==> src/rtl/cpu_sequencer.sv <==
// cpu_sequencer
//
// Multi-cycle control unit for the accumulator microprocessor. Each instruction runs for three
// cycles: FETCH, DECODE and EXECUTE. At the edge that ends FETCH the instruction register
// captures the ROM word. During EXECUTE the unit drives one cycle of enables to the PC,
// the A/B registers, the ALU and the output register. The carry and zero flags are captured
// at the edge that leaves EXECUTE of an ADD or SUB. They are then used by JC and JZ.
// HLT parks the unit in HALT until reset.
//
// Ports
//   clk        clock; all state changes on the rising edge
//   rst        asynchronous active-low reset
//   instr      ROM word at the current PC: {opcode[3:0], operand[BIT_WIDTH-1:0]}
//   alu_carry  ALU carry/borrow-out for the current A,B
//   alu_zero   ALU result == 0
//   pc_inc     PC += 1 at the next edge
//   pc_load    PC <= imm at the next edge
//   imm        operand field of the instruction register
//   a_load     accumulator load enable
//   a_src      accumulator source: 0 imm, 1 ALU result, 2 B
//   b_load     B register load enable
//   b_src      B source: 0 imm, 1 A
//   alu_sub    ALU op: 0 add, 1 subtract
//   out_load   output register <= A
//   halted     high in HALT
//   state      current state, for debug

module cpu_sequencer #(
  parameter int unsigned BIT_WIDTH = 4
) (
  input  logic                   clk,
  input  logic                   rst,
  input  logic [BIT_WIDTH+3:0]   instr,
  input  logic                   alu_carry,
  input  logic                   alu_zero,
  output logic                   pc_inc,
  output logic                   pc_load,
  output logic [BIT_WIDTH-1:0]   imm,
  output logic                   a_load,
  output logic [1:0]             a_src,
  output logic                   b_load,
  output logic                   b_src,
  output logic                   alu_sub,
  output logic                   out_load,
  output logic                   halted,
  output logic [2:0]             state
);

  // Opcode encodings
  localparam logic [3:0] OpNop = 4'h0;
  localparam logic [3:0] OpLda = 4'h1;
  localparam logic [3:0] OpLdb = 4'h2;
  localparam logic [3:0] OpAdd = 4'h3;
  localparam logic [3:0] OpSub = 4'h4;
  localparam logic [3:0] OpMab = 4'h5;
  localparam logic [3:0] OpMba = 4'h6;
  localparam logic [3:0] OpOut = 4'h7;
  localparam logic [3:0] OpJmp = 4'h8;
  localparam logic [3:0] OpJc  = 4'h9;
  localparam logic [3:0] OpJz  = 4'hA;
  localparam logic [3:0] OpHlt = 4'hF;

  // Accumulator source select
  localparam logic [1:0] ASrcImm = 2'd0;
  localparam logic [1:0] ASrcAlu = 2'd1;
  localparam logic [1:0] ASrcB   = 2'd2;

  typedef enum logic [2:0] {
    StIdle    = 3'd0,
    StFetch   = 3'd1,
    StDecode  = 3'd2,
    StExecute = 3'd3,
    StHalt    = 3'd4
  } state_e;

  state_e                 state_q, state_d;
  logic [BIT_WIDTH+3:0]   ir_q, ir_d;
  logic                   carry_q, carry_d;
  logic                   zero_q, zero_d;

  logic [3:0]             opcode;
  logic                   in_execute;

  assign opcode     = ir_q[BIT_WIDTH+3:BIT_WIDTH];
  assign in_execute = (state_q == StExecute);

  // ---------------------------------------------------------------------------------------------
  // Next-state logic
  // ---------------------------------------------------------------------------------------------
  always_comb begin
    state_d = state_q;
    ir_d    = ir_q;
    carry_d = carry_q;
    zero_d  = zero_q;

    unique case (state_q)
      StIdle: begin
        state_d = StFetch;
      end
      StFetch: begin
        ir_d    = instr;
        state_d = StDecode;
      end
      StDecode: begin
        state_d = StExecute;
      end
      StExecute: begin
        // Flags follow only arithmetic, so a conditional jump always sees the last ADD/SUB.
        if ((opcode == OpAdd) || (opcode == OpSub)) begin
          carry_d = alu_carry;
          zero_d  = alu_zero;
        end
        state_d = (opcode == OpHlt) ? StHalt : StFetch;
      end
      StHalt: begin
        state_d = StHalt;
      end
      default: begin
        state_d = StIdle;
      end
    endcase
  end

  // ---------------------------------------------------------------------------------------------
  // State registers
  // ---------------------------------------------------------------------------------------------
  always_ff @(posedge clk or negedge rst) begin
    if (!rst) begin
      state_q <= StIdle;
      ir_q    <= '0;
      carry_q <= 1'b0;
      zero_q  <= 1'b0;
    end else begin
      state_q <= state_d;
      ir_q    <= ir_d;
      carry_q <= carry_d;
      zero_q  <= zero_d;
    end
  end

  // ---------------------------------------------------------------------------------------------
  // Output decode
  // Every enable is derived from the registered state. An asynchronous reset therefore clears
  // all enables at once, with no clock edge needed.
  // ---------------------------------------------------------------------------------------------
  always_comb begin
    pc_inc   = 1'b0;
    pc_load  = 1'b0;
    a_load   = 1'b0;
    a_src    = ASrcImm;
    b_load   = 1'b0;
    b_src    = 1'b0;
    alu_sub  = 1'b0;
    out_load = 1'b0;

    if (in_execute) begin
      // Default PC advance. Taken jumps and HLT override it, so inc and load never coexist.
      pc_inc = 1'b1;
      unique case (opcode)
        OpNop: ;
        OpLda: begin
          a_load = 1'b1;
          a_src  = ASrcImm;
        end
        OpLdb: begin
          b_load = 1'b1;
          b_src  = 1'b0;
        end
        OpAdd: begin
          a_load  = 1'b1;
          a_src   = ASrcAlu;
          alu_sub = 1'b0;
        end
        OpSub: begin
          a_load  = 1'b1;
          a_src   = ASrcAlu;
          alu_sub = 1'b1;
        end
        OpMab: begin
          b_load = 1'b1;
          b_src  = 1'b1;
        end
        OpMba: begin
          a_load = 1'b1;
          a_src  = ASrcB;
        end
        OpOut: begin
          out_load = 1'b1;
        end
        OpJmp: begin
          pc_inc  = 1'b0;
          pc_load = 1'b1;
        end
        OpJc: begin
          pc_inc  = ~carry_q;
          pc_load = carry_q;
        end
        OpJz: begin
          pc_inc  = ~zero_q;
          pc_load = zero_q;
        end
        OpHlt: begin
          pc_inc = 1'b0;
        end
        // Opcodes B-E behave as NOP.
        default: ;
      endcase
    end
  end

  assign imm    = ir_q[BIT_WIDTH-1:0];
  assign halted = (state_q == StHalt);
  assign state  = state_q;

endmodule

==> config.mk <==
export PLATFORM = sky130hd
export DESIGN_NAME = cpu_sequencer
export DESIGN_NICKNAME = d
export VERILOG_FILES = /design/src/rtl/cpu_sequencer.sv
export SDC_FILE = /design/constraint.sdc
export NUM_CORES = 1
export LEC_CHECK = 0
export BUFFER_PORTS_ARGS = -buffer_cell sky130_fd_sc_hd__buf_2
export CORE_ASPECT_RATIO = 1.75
export CORE_MARGIN = 2
export CORE_UTILIZATION = 25
export DETAILED_ROUTE_END_ITERATION = 12
export PLACE_DENSITY = 0.55
export SLEW_MARGIN = 20
export SYNTH_ARGS = -nofsm -noshare
export SYNTH_HDL_FRONTEND = slang
export SYNTH_SLANG_ARGS = --single-unit
export TNS_END_PERCENT = 30
==> constraint.sdc <==
create_clock -name clk -period 3.32 [get_ports clk]
set_input_delay 0.332 -clock clk [delete_from_list [all_inputs] [get_ports clk]]
set_output_delay 0.332 -clock clk [all_outputs]
set_load 0.005 [all_outputs]
==> impl_metrics.toml, run 1 <==
[timing]
clock-skew-final_ps = 1.94
period_minus_slack_ps = 2060
setup-tns-final_ps = 0
rsz0062_at_grt = "false"
timing_worst_slew_pin_value_ps = 630
period_share_pct = 62.0
final-max-slew-violation-count = 0
max_freq_mhz = 486
hold_viol = 0
slew_headroom_pct = 57.8
setup_viol_count_final = 0

[cts]
clkTransAtPathRegs_ps = 50
post_cts.repair.setup_buffers = 0
clkSinkCount = 13
worstSkewPairLatency_ps = 240
ctsHoldBuffers = 1
clock_tree.buffer_depth = 2
cts_htree_levels = 1
cts_resized = 0
clk_root_buf = "clkbuf_8"
cts_tree = "done"
cts_inserted_buffers = 3

[critical_path]
slowest_stage = "or3b_1"
required_ps = 2990
worstPathArrival_ps = 1730
critical_path_depth = 4
regToRegStartpoint = "state[2]"
critical_path.n_buffers_inverters = 1
reg2reg_setup_slack_ps = 1750
critical_path.reg2reg.endpoint = "carry_q"
crit_family = "simple AND/OR/NAND/NOR gates"
critical_path_sink_type = "output port"
worst-r2r-cell-count = 4
worstSetupStartpoint = "state[2]"
crit_chain = "nand3b_2 > or3b_1 > nor3b_1 > buf_2"
endpoint = "a_src[1]"
slowest_delay_ps = 450
startpoint_type_of_the_worst_setup_path = "flop"
critPathKind = "reg2out"
critical_path.max_fanout = 6

[synth]
post_synth_inst_count = 71
synth_fp_nets = 83
synth_top_cell_by_area = "dfrtp_1"
ys_warn_count = 0
syn_area_per_cell_sq_um = 10.2
synth.lib_cells_used.distinct = 26
synth_largest_type_area_fraction_pct = 44.8
synth_area_sq_um = 726
register_bit_total_from_synthesis = 13
synth.yosys.seq_area_share_pct = 44.8
yosys-top-cells-area = "dfrtp_1 45%, mux2_2 12%, a21oi_1 4.1%"

[placed_design]
routabilityCongestion = 0.798
place.detailed.hpwl_um = 1120
port_buffers = 28

[detailed_routing]
drt-total-wl_um = 1460
vias_per_cell = 4.87
drt_first_iter_violations = 7
routedWlPerCell_um = 11.8
first_pass_iters = 4
route.antenna.remaining_nets = 0
detailroute.via_count = 599
remaining_drc_errors = 0

[global_route]
first_global_vias = 537
maximum_number_of_pins_on_one_net_before_global_route_repair = 16
grt.overflow.total = 0
wire_length_of_the_first_global_routing_pass_um = 2340
initial_antenna_violation_count = 0
grt_usage_pct = 9.39

[floorplanning]
die_h_um = 75.3
start_util_pct = 26.7
die_x_um = 44.7
coreArea_sq_um = 2720
floorplan.die_area_sq_um = 3370
core.rowCount = 25
floorplan.io_pins = 29

[final_layout]
antennaDiodeCount = 0
mostFrequentLayoutCells = "28 x buf_2, 13 x dfrtp_1, 8 x mux2_2, 6 x a21oi_1, 5 x nor2_1"
final_core_utilization_pct = 33.4
area_growth_pct = 25.2
final_common_cell = "buf_2"
layout.nets = 109
layout-drive-gt1-share_pct = 43.8

[hold_path]
hold_path.class = "in2reg"
worstHoldStart = "instr[6]"

[status]
run_status = "finished, final reports clean"

[pwr]
power_per_cell_area_nw_per_um2 = 920
ir_drop_uv = 387
leakage_uw = 0.000419

[flow_run]
maxCapViolCount = 0
power by group:
group	internal (uW)	total [uW]	switching, uW
combinational	205	359	154
sequential	233	341	109
clock	84.5	136	51.6
cells in the mapped netlist:
library cell / number
dfrtp_1: 13
mux2_2: 8
a21oi_1: 6
nor2_1: 5
buf_4: 4
nand2_1: 4
clkbuf_1: 3
nand3b_1: 3
nor3_1: 3
nor3b_1: 3
a211oi_1: 2
nand2b_1: 2
o32ai_1: 2
and3b_1: 1
clkbuf_2: 1
inv_1: 1
nand3b_2: 1
nand4_1: 1
nor2b_1: 1
nor3b_2: 1
o21bai_1: 1
o22ai_1: 1
or2_1: 1
or3b_1: 1
or3b_2: 1
xnor2_1: 1
layer usage:
metal / GRT usage (%) / share of wire (%) / routed length, um / vias up
li1: - / - / - / 298
met1: 11.0 / 42 / 610 / 278
met2: 15.9 / 50 / 721 / 21
met3: 1.44 / 7.1 / 104 / 2
met4: 5.05 / 1.3 / 19 / 0
met5: 0 / 0 / 0 / -
state kept, by name, indices dropped and copies added, names as in the netlist:
name,flops
zero_q,1
ir_q,8
state,3
carry_q,1
kinds of logic after synthesis:
group	after synthesis	synth area share, %
compound gates	12	10.5
mux	8	12.4
buf+inv	9	6.90
xor+xnor	1	1.21
flops	13	44.8
simple gates	28	24.1
stage by stage:
stage / area, sq um / std cells / total power (uW) / setup slack [ps] / hold WS (ps)
floorplan: 726 / 71 / 626 / 1650 / 36.4
global placement: 853 / 118 / 699 / 1560 / 226
detailed placement: 853 / 118 / 708 / 1500 / 229
CTS: 908 / 123 / 848 / 1240 / 319
global route: 908 / 123 / 912 / 1150 / 318
finish: 908 / 123 / 836 / 1260 / 324
worst min path at each step:
stage / depth (start not counted) / slack, ps / end
3_5_place_dp: 1 / 230 / ir_q[3]
2_1_floorplan: 0 / 40 / carry_q
3_3_place_gp: 1 / 230 / ir_q[3]
4_1_cts: 2 / 320 / ir_q[1]
6_report: 2 / 320 / ir_q[6]
5_1_grt: 2 / 320 / ir_q[1]
area by class of cell:
| type | instances | area, sq um |
|---|---|---|
| Clock buffer | 4 | 45.0 |
| Fill cell | 284 | 1810 |
| Inverter | 1 | 3.75 |
| Multi-Input combinational cell | 49 | 350 |
| Sequential cell | 13 | 325 |
| Tap cell | 27 | 33.8 |
| Timing Repair Buffer | 29 | 150 |
Power figures use the tool's default switching activity.
==> run 2: changes to the inputs <==
==> constraint.sdc (replaced) <==
create_clock -name clk -period 2.2 [get_ports clk]
set_input_delay 0.22 -clock clk [delete_from_list [all_inputs] [get_ports clk]]
set_output_delay 0.22 -clock clk [all_outputs]
set_load 0.005 [all_outputs]
==> run 2 against run 1 <==
Against the previous run:
- final area grew 0.83%
- clock power grew 51%
- setup slack lost 990 ps
- core utilization grew 0.28 points
- non-clock buffer count grew 1
- worst hold slack lost 110 ps
- via count grew 2.5%
- sequential power grew 43%
- critical path type unchanged
- cell count grew 0.81%
==> impl_metrics.toml, run 2 (synthesis gave the netlist of run 1 again) <==
[status]
run_status = "finished, final reports clean"

[critical_path]
critical_path_sink_type = "output port"
worst-r2r-cell-count = 4
critical_path.reg2reg.endpoint = "zero_q"
worstPathArrival_ps = 1710
crit_chain = "nand3b_2 > or3b_1 > nor3b_1 > buf_2"
critPathKind = "reg2out"
regToRegStartpoint = "state[2]"
crit_family = "simple AND/OR/NAND/NOR gates"
required_ps = 1980
critical_path.n_buffers_inverters = 1
slowest_stage = "or3b_1"
slowest_delay_ps = 450
startpoint_type_of_the_worst_setup_path = "flop"
critical_path.max_fanout = 6
reg2reg_setup_slack_ps = 620

[timing]
setup_viol_count_final = 0
setup-tns-final_ps = 0
hold_viol = 0
period_minus_slack_ps = 1930
final-max-slew-violation-count = 0
period_share_pct = 87.8
timing_worst_slew_pin_value_ps = 618
slew_headroom_pct = 58.6
max_freq_mhz = 517
clock-skew-final_ps = 2.47
rsz0062_at_grt = "false"
postLayoutSetupSlackWorst_ps = 267

[floorplanning]
die_h_um = 75.3
start_util_pct = 26.7
die_x_um = 44.7
core.rowCount = 25
floorplan.io_pins = 29
floorplan.die_area_sq_um = 3370
coreArea_sq_um = 2720

[flow_run]
maxCapViolCount = 0

[cts]
clkTransAtPathRegs_ps = 50
clock_tree.buffer_depth = 2
ctsHoldBuffers = 1
cts_inserted_buffers = 3
cts_tree = "done"
cts_htree_levels = 1
post_cts.repair.setup_buffers = 0
cts_resized = 0
clkSinkCount = 13
clk_root_buf = "clkbuf_8"
worstSkewPairLatency_ps = 240

[detailed_routing]
vias_per_cell = 4.95
drt-total-wl_um = 1460
routedWlPerCell_um = 11.8
detailroute.via_count = 614
route.antenna.remaining_nets = 0
first_pass_iters = 4
drt_first_iter_violations = 14
remaining_drc_errors = 0

[pwr]
comb_power_share_pct = 45.9
power.share.switching_pct = 37.5
power_frac_clock_pct = 16.0
power_per_cell_area_nw_per_um2 = 1400
p_seq_share_pct = 38.0
power_report.internal_total_uw = 800
leakage_uw = 0.000424
total_switching_power_uw = 480
ir_drop_uv = 564

[global_route]
grt.overflow.total = 0
maximum_number_of_pins_on_one_net_before_global_route_repair = 15
grt_usage_pct = 9.02
first_global_vias = 529
initial_antenna_violation_count = 0
wire_length_of_the_first_global_routing_pass_um = 2260

[final_layout]
area_growth_pct = 26.2
largest_reg_flops = 8
antennaDiodeCount = 0
final_common_cell = "buf_2"
mostFrequentLayoutCells = "28 x buf_2, 13 x dfrtp_1, 8 x mux2_2, 6 x a21oi_1, 5 x nor2_1"
layout.nets = 110
largest-register = "ir_q"
layout-drive-gt1-share_pct = 44.3
final_core_utilization_pct = 33.7

[hold_path]
whs_endpoint = "ir_q[2]"
hold-path-cell-count = 2
worstHoldStart = "instr[2]"
hold_path.class = "in2reg"

[placed_design]
place.detailed.hpwl_um = 1200
routabilityCongestion = 0.793
pre_cts_slack_ps = 520
port_buffers = 28
run 2: power by group through the flow:
stage | Combinational, uW | Clock, uW | Sequential (uW)
5_1_grt | 657 | 217 | 512
2_1_floorplan | 506 | 0 | 438
3_3_place_gp | 587 | 0 | 484
4_1_cts | 602 | 212 | 491
3_5_place_dp | 599 | 0 | 495
6_report | 588 | 205 | 487
run 2: layout make-up:
class                           instances  area (sq um)
Multi-Input combinational cell         49           350
Fill cell                             276          1810
Sequential cell                        13           325
Timing Repair Buffer                   30           158
Clock buffer                            4          45.0
Inverter                                1          3.75
Tap cell                               27          33.8
run 2: routing by layer:
metal	vias to the layer above	track usage, %	part of all wire [%]
met5	-	0	0
met4	0	4.04	0
met3	0	0.959	7.3
met2	25	16.3	52
met1	285	10.3	41
li1	304	-	-
run 2: how the worst max path moves through the flow:
stage	to	depth (start not counted)	start	slack, ps
after detailed placement	a_src[1]	4	state[2]	520
after floorplan	a_src[1]	3	state[2]	640
after CTS	a_src[1]	4	state[2]	260
after global routing	b_src	4	state[2]	170
final	a_src[1]	4	state[2]	270
after global placement	a_src[1]	4	state[2]	560
run 2: metrics by stage:
stage / cell area, sq um / hold slack [ps] / cells / total power (uW)
floorplan: 726 / -75.6 / 71 / 944
global placement: 861 / 115 / 119 / 1070
detailed placement: 861 / 119 / 119 / 1090
finish: 916 / 213 / 124 / 1280
global route: 916 / 211 / 124 / 1390
CTS: 916 / 208 / 124 / 1310
